==> config.mk <==
export PLATFORM = sky130hd
export DESIGN_NAME = matrix_read_sequencer
export DESIGN_NICKNAME = d
export VERILOG_FILES = /design/src/rtl/matrix_read_sequencer.sv
export SDC_FILE = /design/constraint.sdc
export NUM_CORES = 1
export LEC_CHECK = 0
export CAP_MARGIN = 5
export CORE_UTILIZATION = 43
export CTS_BUF_LIST = sky130_fd_sc_hd__clkbuf_8
export DETAILED_ROUTE_END_ITERATION = 6
export GPL_ROUTABILITY_DRIVEN = 0
export GPL_TIMING_DRIVEN = 1
export PLACE_DENSITY = 0.92
export SLEW_MARGIN = 10
export SYNTH_ARGS = -nofsm -noshare
export SYNTH_HDL_FRONTEND = slang
export SYNTH_SLANG_ARGS = --single-unit
==> constraint.sdc <==
create_clock -name clk -period 2.3 [get_ports clk]
set_input_delay 0.46 -clock clk [delete_from_list [all_inputs] [get_ports clk]]
set_output_delay 0.46 -clock clk [all_outputs]
set_load 0.01 [all_outputs]
==> src/rtl/matrix_read_sequencer.sv <==
// matrix_read_sequencer: walks one stored matrix through the storage block's
// edge-triggered read port and streams it out with line/frame markers.
// Optional column-major walk is enabled by defining MATRIX_SEQ_TRANSPOSE_EN.
module matrix_read_sequencer #(
  parameter int ELEM_WIDTH = 8,
  parameter int DIM_BITS   = 3,
  parameter int MAX_DIM    = 5
) (
  input  logic                  clk,
  input  logic                  rst_n,
  input  logic                  start,
  input  logic [3:0]            req_m,
  input  logic [3:0]            req_n,
  input  logic                  req_slot,
  input  logic                  abort,
`ifdef MATRIX_SEQ_TRANSPOSE_EN
  input  logic                  transpose,
`endif
  output logic                  busy,
  output logic                  done,
  output logic                  err,
  output logic [3:0]            query_m,
  output logic [3:0]            query_n,
  input  logic                  query_slot0_valid,
  input  logic                  query_slot1_valid,
  output logic                  rd_en,
  output logic [3:0]            rd_m,
  output logic [3:0]            rd_n,
  output logic                  rd_slot_idx,
  output logic [DIM_BITS-1:0]   rd_row_idx,
  output logic [DIM_BITS-1:0]   rd_col_idx,
  input  logic [ELEM_WIDTH-1:0] rd_elem,
  input  logic                  rd_elem_valid,
  output logic [ELEM_WIDTH-1:0] out_elem,
  output logic                  out_valid,
  input  logic                  out_ready,
  output logic                  out_row_last,
  output logic                  out_last
);

  typedef enum logic [1:0] {IDLE, ISSUE, WAIT, OUT} state_t;

  localparam logic [3:0] MAX_DIM_4 = 4'(MAX_DIM);

  state_t              state_q, state_d;
  logic [3:0]          m_q, n_q;
  logic                slot_q;
  logic [DIM_BITS-1:0] row_q, col_q;
  logic                done_q, err_q;
  logic [ELEM_WIDTH-1:0] elem_q;
  logic                row_last_q, last_q;
`ifdef MATRIX_SEQ_TRANSPOSE_EN
  logic                tr_q;
`endif

  logic load, capture, advance, set_done, set_err;
  logic req_ok, slot_ok;
  logic [3:0] m_last, n_last;
  logic row_end, col_end;

  assign slot_ok = req_slot ? query_slot1_valid : query_slot0_valid;
  assign req_ok  = (req_m != 4'd0) && (req_m <= MAX_DIM_4) &&
                   (req_n != 4'd0) && (req_n <= MAX_DIM_4) && slot_ok;

  // End-of-row/column compares are done at the 4-bit dim width
  assign m_last  = m_q - 4'd1;
  assign n_last  = n_q - 4'd1;
  assign row_end = (4'(row_q) == m_last);
  assign col_end = (4'(col_q) == n_last);

  assign busy        = (state_q != IDLE);
  assign rd_en       = (state_q == ISSUE);
  assign out_valid   = (state_q == OUT);
  assign done        = done_q;
  assign err         = err_q;
  assign query_m     = (state_q == IDLE) ? req_m : m_q;
  assign query_n     = (state_q == IDLE) ? req_n : n_q;
  assign rd_m        = m_q;
  assign rd_n        = n_q;
  assign rd_slot_idx = slot_q;
  assign rd_row_idx  = row_q;
  assign rd_col_idx  = col_q;
  assign out_elem    = elem_q;
  assign out_row_last = row_last_q;
  assign out_last    = last_q;

  // Next-state and control strobes; abort overrides every other transition
  always_comb begin
    state_d  = state_q;
    load     = 1'b0;
    capture  = 1'b0;
    advance  = 1'b0;
    set_done = 1'b0;
    set_err  = 1'b0;
    case (state_q)
      IDLE: begin
        if (start) begin
          if (req_ok) begin
            load    = 1'b1;
            state_d = ISSUE;
          end else begin
            set_err = 1'b1;
          end
        end
      end
      ISSUE: begin
        state_d = abort ? IDLE : WAIT;
      end
      WAIT: begin
        if (abort) begin
          state_d = IDLE;
        end else if (rd_elem_valid) begin
          capture = 1'b1;
          state_d = OUT;
        end else begin
          set_err = 1'b1;
          state_d = IDLE;
        end
      end
      OUT: begin
        if (abort) begin
          state_d = IDLE;
        end else if (out_ready) begin
          if (last_q) begin
            set_done = 1'b1;
            state_d  = IDLE;
          end else begin
            advance = 1'b1;
            state_d = ISSUE;
          end
        end
      end
      default: state_d = IDLE;
    endcase
  end

  // State register, latched request, walk indices, output data and pulses
  always_ff @(posedge clk) begin
    if (!rst_n) begin
      state_q    <= IDLE;
      m_q        <= '0;
      n_q        <= '0;
      slot_q     <= 1'b0;
      row_q      <= '0;
      col_q      <= '0;
      done_q     <= 1'b0;
      err_q      <= 1'b0;
      elem_q     <= '0;
      row_last_q <= 1'b0;
      last_q     <= 1'b0;
`ifdef MATRIX_SEQ_TRANSPOSE_EN
      tr_q       <= 1'b0;
`endif
    end else begin
      state_q <= state_d;
      done_q  <= set_done;
      err_q   <= set_err;
      if (load) begin
        m_q    <= req_m;
        n_q    <= req_n;
        slot_q <= req_slot;
        row_q  <= '0;
        col_q  <= '0;
`ifdef MATRIX_SEQ_TRANSPOSE_EN
        tr_q   <= transpose;
`endif
      end
      if (capture) begin
        elem_q <= rd_elem;
        last_q <= row_end && col_end;
`ifdef MATRIX_SEQ_TRANSPOSE_EN
        row_last_q <= tr_q ? row_end : col_end;
`else
        row_last_q <= col_end;
`endif
      end
      if (advance) begin
`ifdef MATRIX_SEQ_TRANSPOSE_EN
        if (tr_q) begin
          if (row_end) begin
            row_q <= '0;
            col_q <= col_q + DIM_BITS'(1);
          end else begin
            row_q <= row_q + DIM_BITS'(1);
          end
        end else
`endif
        begin
          if (col_end) begin
            col_q <= '0;
            row_q <= row_q + DIM_BITS'(1);
          end else begin
            col_q <= col_q + DIM_BITS'(1);
          end
        end
      end
    end
  end

endmodule

# --- After elaboration in Yosys (flattened, before gate mapping) ---
# Index checks and enable logic that the tools add are counted.
# W data, S select, Z words.
totals:
  output_inout_bits: 38
  input_bits: 25
  elab_cells: 74
  ff_bits: 29
classes:
  muxes: 34
  n_reduce_logical: 12
  addsub: 4
  n_lt_le_gt_ge: 2
  bitwise: 3
  eq_ne: 8
op_table:
  columns: ["cell", "n"]
  rows:
  - ["$mux W3", 6]
  - ["$mux W1", 17]
  - ["$mux W2", 7]
  - ["$eq A3 B4 Y1", 2]
  - ["$le A4 B3 Y1 const B", 2]
  - ["$mux W4", 2]
  - ["$pmux W2 S4", 1]
  - ["$reduce_bool A4 Y1", 2]
  - ["$sub A4 B1 Y4 const B", 2]
  - ["$add A3 B1 Y3 const B", 2]
  - ["$logic_and A1 B1 Y1", 5]
  - ["$eq A2 B2 Y1 const B", 2]
  - ["$ne A2 B2 Y1 const B", 2]
  - ["$reduce_bool A2 Y1", 2]
  - ["$reduce_or A4 Y1", 1]
  - ["$ne A3 B2 Y1 const B", 1]
  - ["$not A1 Y1", 3]
  - ["$reduce_and A3 Y1", 1]
  - ["$eq A2 B1 Y1 const B", 1]
  - ["$logic_not A2 Y1", 1]
  - ["$pmux W1 S2", 1]

# --- Longest topological paths before layout ---
depth:
  depth_word: 11
  mapped_depth: 7
  mapped_depth_nobuf: 7

# --- Worst setup path after synthesis ---
# No wires, ideal clock.
synth_timing:
  kind: "reg2reg"
  startpoint: "register n_q[0], in the netlist rd_n[0]"
  endpoint: "register row_q[0], in the netlist rd_row_idx[0]"
  required_ns: 2.230
  period_less_slack_ns: 2.064
  arrival_time_ns: 1.994
  stages_incl_launch_ff: 8
  setup_ns: 0.070
  path_slack_ns: 0.236
  path_buffers: 0
  path_cell_list: "dfxtp_1 > inv_1 > ha_1 > xor2_1 > or3b_1 > a211o_1 > or3_1 > a21oi_1"
synth_between:
  elab_chain_cells: 4
synth_rtl:
  columns: ["item", "line_no", "source"]
  rows:
  - ["start, declared", "46", "logic [3:0] m_q, n_q;"]
  - ["start signal, assigned", "160", "n_q <= req_n;"]
  - ["$sub A4 B1 Y4", "67", "assign n_last = n_q - 4'd1;"]
  - ["$eq A3 B4 Y1", "69", "assign col_end = (4'(col_q) == n_last);"]
  - ["$mux W3", "189", "if (col_end) begin"]
  - ["$mux W3", "177", "if (advance) begin"]
  - ["end signal, assigned", "191", "row_q <= row_q + DIM_BITS'(1);"]
  - ["end, declared", "48", "logic [DIM_BITS-1:0] row_q, col_q;"]
# No other way between the ends.
# A chain may end at the register's enable or synchronous reset.

# --- Worst setup path after layout ---
layout_timing:
  startpoint: "register state_q[1]"
  endpoint: "output port query_m[3]"
layout_between:
  elab_chain_cells: 2
layout_rtl:
  columns: ["item", "line_no", "source"]
  rows:
  - ["start, declared", "45", "state_t state_q, state_d;"]
  - ["start signal, assigned", "155", "state_q <= state_d;"]
  - ["$logic_not A2 Y1", "76", "assign query_m = (state_q == IDLE) ? req_m : m_q;"]
  - ["$mux W4", "76", null]
  - ["end, declared", "22", "output logic [3:0] query_m,"]
# No other way between the ends.

==> run metrics <==
FILL cells=249; placed cell count=between 200 and 300; H-tree depth=2; DIE WIDTH=about 60 um; clk sink count=29; n_diodes=0; switching share of power=between 20% and 30%; cell count after synthesis=186; I/O pins=63; post-synthesis mux area share=between 3 and 4%; DR top layer=met4; Cell Area, Synth=1450 um2; Initial DRT Pass Iterations=4; wire per inst=13.8 um; pins over their slew limit=0; Simple-Gate Fraction of Synth Area=28.1%; vias in the first global route=1448; Hold Crit Endpoint=out_row_last; complex-gate fraction of the synthesized area=17.6%; final hold slack=0.453 ns; grt ovf=0; Worst EP required=1.84 ns; final non-filler cell total=just over 300; worst-margin pin slew=0.388 ns; hold path depth=2; most frequent cells in the layout=clkdlybuf4s50_1 (61), nand2_1 (43), dfxtp_1 (28); Static Leakage=around 0.00083 uW; total negative slack=0 ns; synth unique cells=32; DRC=0; wire length on met2=2010 um; die area=between 3000 and 4000 um2; CTS clock-pin slew for the worst setup and hold paths=0.06 ns; FP Rows=20; Die Ht=60.0 um; RR Endpoint=rd_row_idx[0]; CP Max Fanout=8; Seq/Total Area, Yosys=40.1%; xor-xnor portion of the synthesized cell area=3.63%; vias per inst=between 5 and 6; Hold/Removal Path Class=reg2reg; Avg Cell Area, Syn=7.78 um2; Clock Tree Buf Depth=2; commonest non-fill, non-tap cell in the layout=clkdlybuf4s50_1; Worst setup EP type=primary output; first-pass GRT wire length=6280 um; worst vdd ir=393 uV; register area=582 um2; Switching Power=244 uW; Final Power=approximately 1000 uW; internal power of the cells=793 uW; Ys Warns=0; minimum clock period=2.28 ns; Routed met3 length=268 um; syn_nets=215; slew margin rel.=74.0%; Metal-1 WL=1780 um; worst hold path startpoint=out_row_last; layout cells sized above 1=just over 9%; Fmax=about 440 MHz; Final Hold Vio Count=0; status=finished, final reports clean; arrival time worst endpoint=1.82 ns; Area growth, synth to finish=56.3%; hold buffer count at CTS=0; Overall Global Routing Usage=24.3%; max cap viols=0; CTS tree=done; Final setup viols=0; Multi-input gate area=about 810 um2; clk_lat worst skew=between 0.2 and 0.3 ns; reg-to-reg slack, setup=0.13 ns; Synth Area in Adders=3.46%; Port Buf Inserts=62; DPL Wire Length=3040 um; final net count=287; Antenna Violating Nets Remaining=0; CTS Root Cell=clkbuf_8; largest family of logic cells by synthesized area=simple AND/OR/NAND/NOR gates; worst reg2reg path startpoint=rd_n[0]; Gate power share=14.0%; Core ar.=3130 um2; Initial Utilization=46.3%; largest net degree at the start of global routing=17; Startpoint Class=register; initial DRC count=136; Total Wirelength=~4200 um; vias=1664; Reg power frac=49.3%; Cell Pwr Density=458 nW/um2; Inserted Clock Buffers=5; Clk pwr share=36.8%; critical path class=reg2out; #FFs+latches synth=29; RSZ-0062 raised after global routing=false; final period utilization=between 90% and 100%; initial antenna violation count=0; FF-to-FF path depth=7; Layout Skew=0.00516 ns
[final cells by class]
class / count / area share (%)
well taps: 44 / 2.43
inverters: 7 / 1.16
clock inverters: 3 / 0.498
clock buffers: 5 / 3.04
multi-input cells: 142 / 35.9
repair buffers: 73 / 31.2
flip-flops and latches: 29 / 25.7
[worst max-delay path by stage]
| stage | start | to | slack [ns] | depth (start not counted) |
|---|---|---|---|---|
| 4_1_cts | state_q[1] | query_m[3] | 0.01 | 4 |
| 3_3_place_gp | req_n[2] | rd_m[1] | 0.12 | 6 |
| 5_1_grt | state_q[1] | query_n[2] | 0.009 | 4 |
| 2_1_floorplan | rd_n[0] | rd_row_idx[0] | 0.24 | 7 |
| 3_5_place_dp | req_n[2] | rd_m[1] | 0.08 | 6 |
| 6_report | state_q[1] | query_m[3] | 0.02 | 4 |
[routing by layer]
layer	global-route usage, %	vias up
met5	0	-
met4	14.0	0
met3	6.93	13
met2	41.0	67
met1	27.2	786
li1	-	798
[flip-flops by register name (all words and copies together) (netlist names)]
name          count
rd_n              4
out_last          1
rd_slot_idx       1
out_row_last      1
rd_col_idx        3
err               1
rd_m              4
out_elem          8
state_q           2
done              1
rd_row_idx        3
[synth_stat cells, drive strengths merged]
master / count / area [um2]
nand2: 43 / 161
dfxtp: 29 / 581
a21oi: 24 / 120
clkbuf: 7 / 26.3
inv: 7 / 26.3
nand3: 7 / 35.0
o21ai: 7 / 35.0
nor2: 6 / 22.5
nor3: 5 / 25.0
or3: 5 / 31.3
ha: 4 / 50.1
mux2: 4 / 45.0
nand4b: 4 / 35.0
xor2: 4 / 35.0
a31oi: 3 / 18.8
nor2b: 3 / 18.8
o211ai: 3 / 22.5
a211o: 2 / 17.5
a211oi: 2 / 15.0
and2: 2 / 13.8
and3: 2 / 12.5
nand2b: 2 / 12.5
nand3b: 2 / 15.0
xnor2: 2 / 17.5
a2111oi: 1 / 8.76
a2bb2oi: 1 / 8.76
and4: 1 / 8.76
buf: 1 / 5.00
o41ai: 1 / 8.76
or2: 1 / 6.26
or3b: 1 / 8.76
[power by group through the flow]
stage | logic [uW] | registers, uW | clock network [uW]
2_1_floorplan | 47.5 | 521 | 0
5_1_grt | 154 | 511 | 416
6_report | 145 | 511 | 381
3_3_place_gp | 136 | 521 | 0
4_1_cts | 141 | 511 | 394
3_5_place_dp | 140 | 522 | 0
[worst max-delay path, cell delays in order, from the launching register on]
cell,delay [ns]
dfxtp_1,0.47
nor2_2,0.08
buf_6,0.15
o21ai_0,0.24
clkdlybuf4s50_1,0.60
[cells by family after synthesis]
| logic type | count (synthesis) |
|---|---|
| AO/OA/AOI/OAI | 44 |
| XOR/XNOR | 6 |
| adder cells (fa/ha/maj) | 4 |
| buffers and inverters | 15 |
| flip-flops | 29 |
| multiplexers | 4 |
| AND/OR/NAND/NOR | 84 |
[per-stage QoR]
stage,setup WS (ns),area [um2],util [%]
global route,0.00949,2260,72.3
finish,0.0239,2260,72.3
floorplan,0.236,1450,-
global placement,0.118,2160,69.0
detailed placement,0.0814,2160,69.0
CTS,0.0134,2240,71.6
[repair_timing]
item,CTS,global route
resized for setup,1,3
buffers inserted,0,1
gates cloned,0,1
setup endpoints to repair,1,4
No activity file was read; power rests on OpenSTA's default activity.
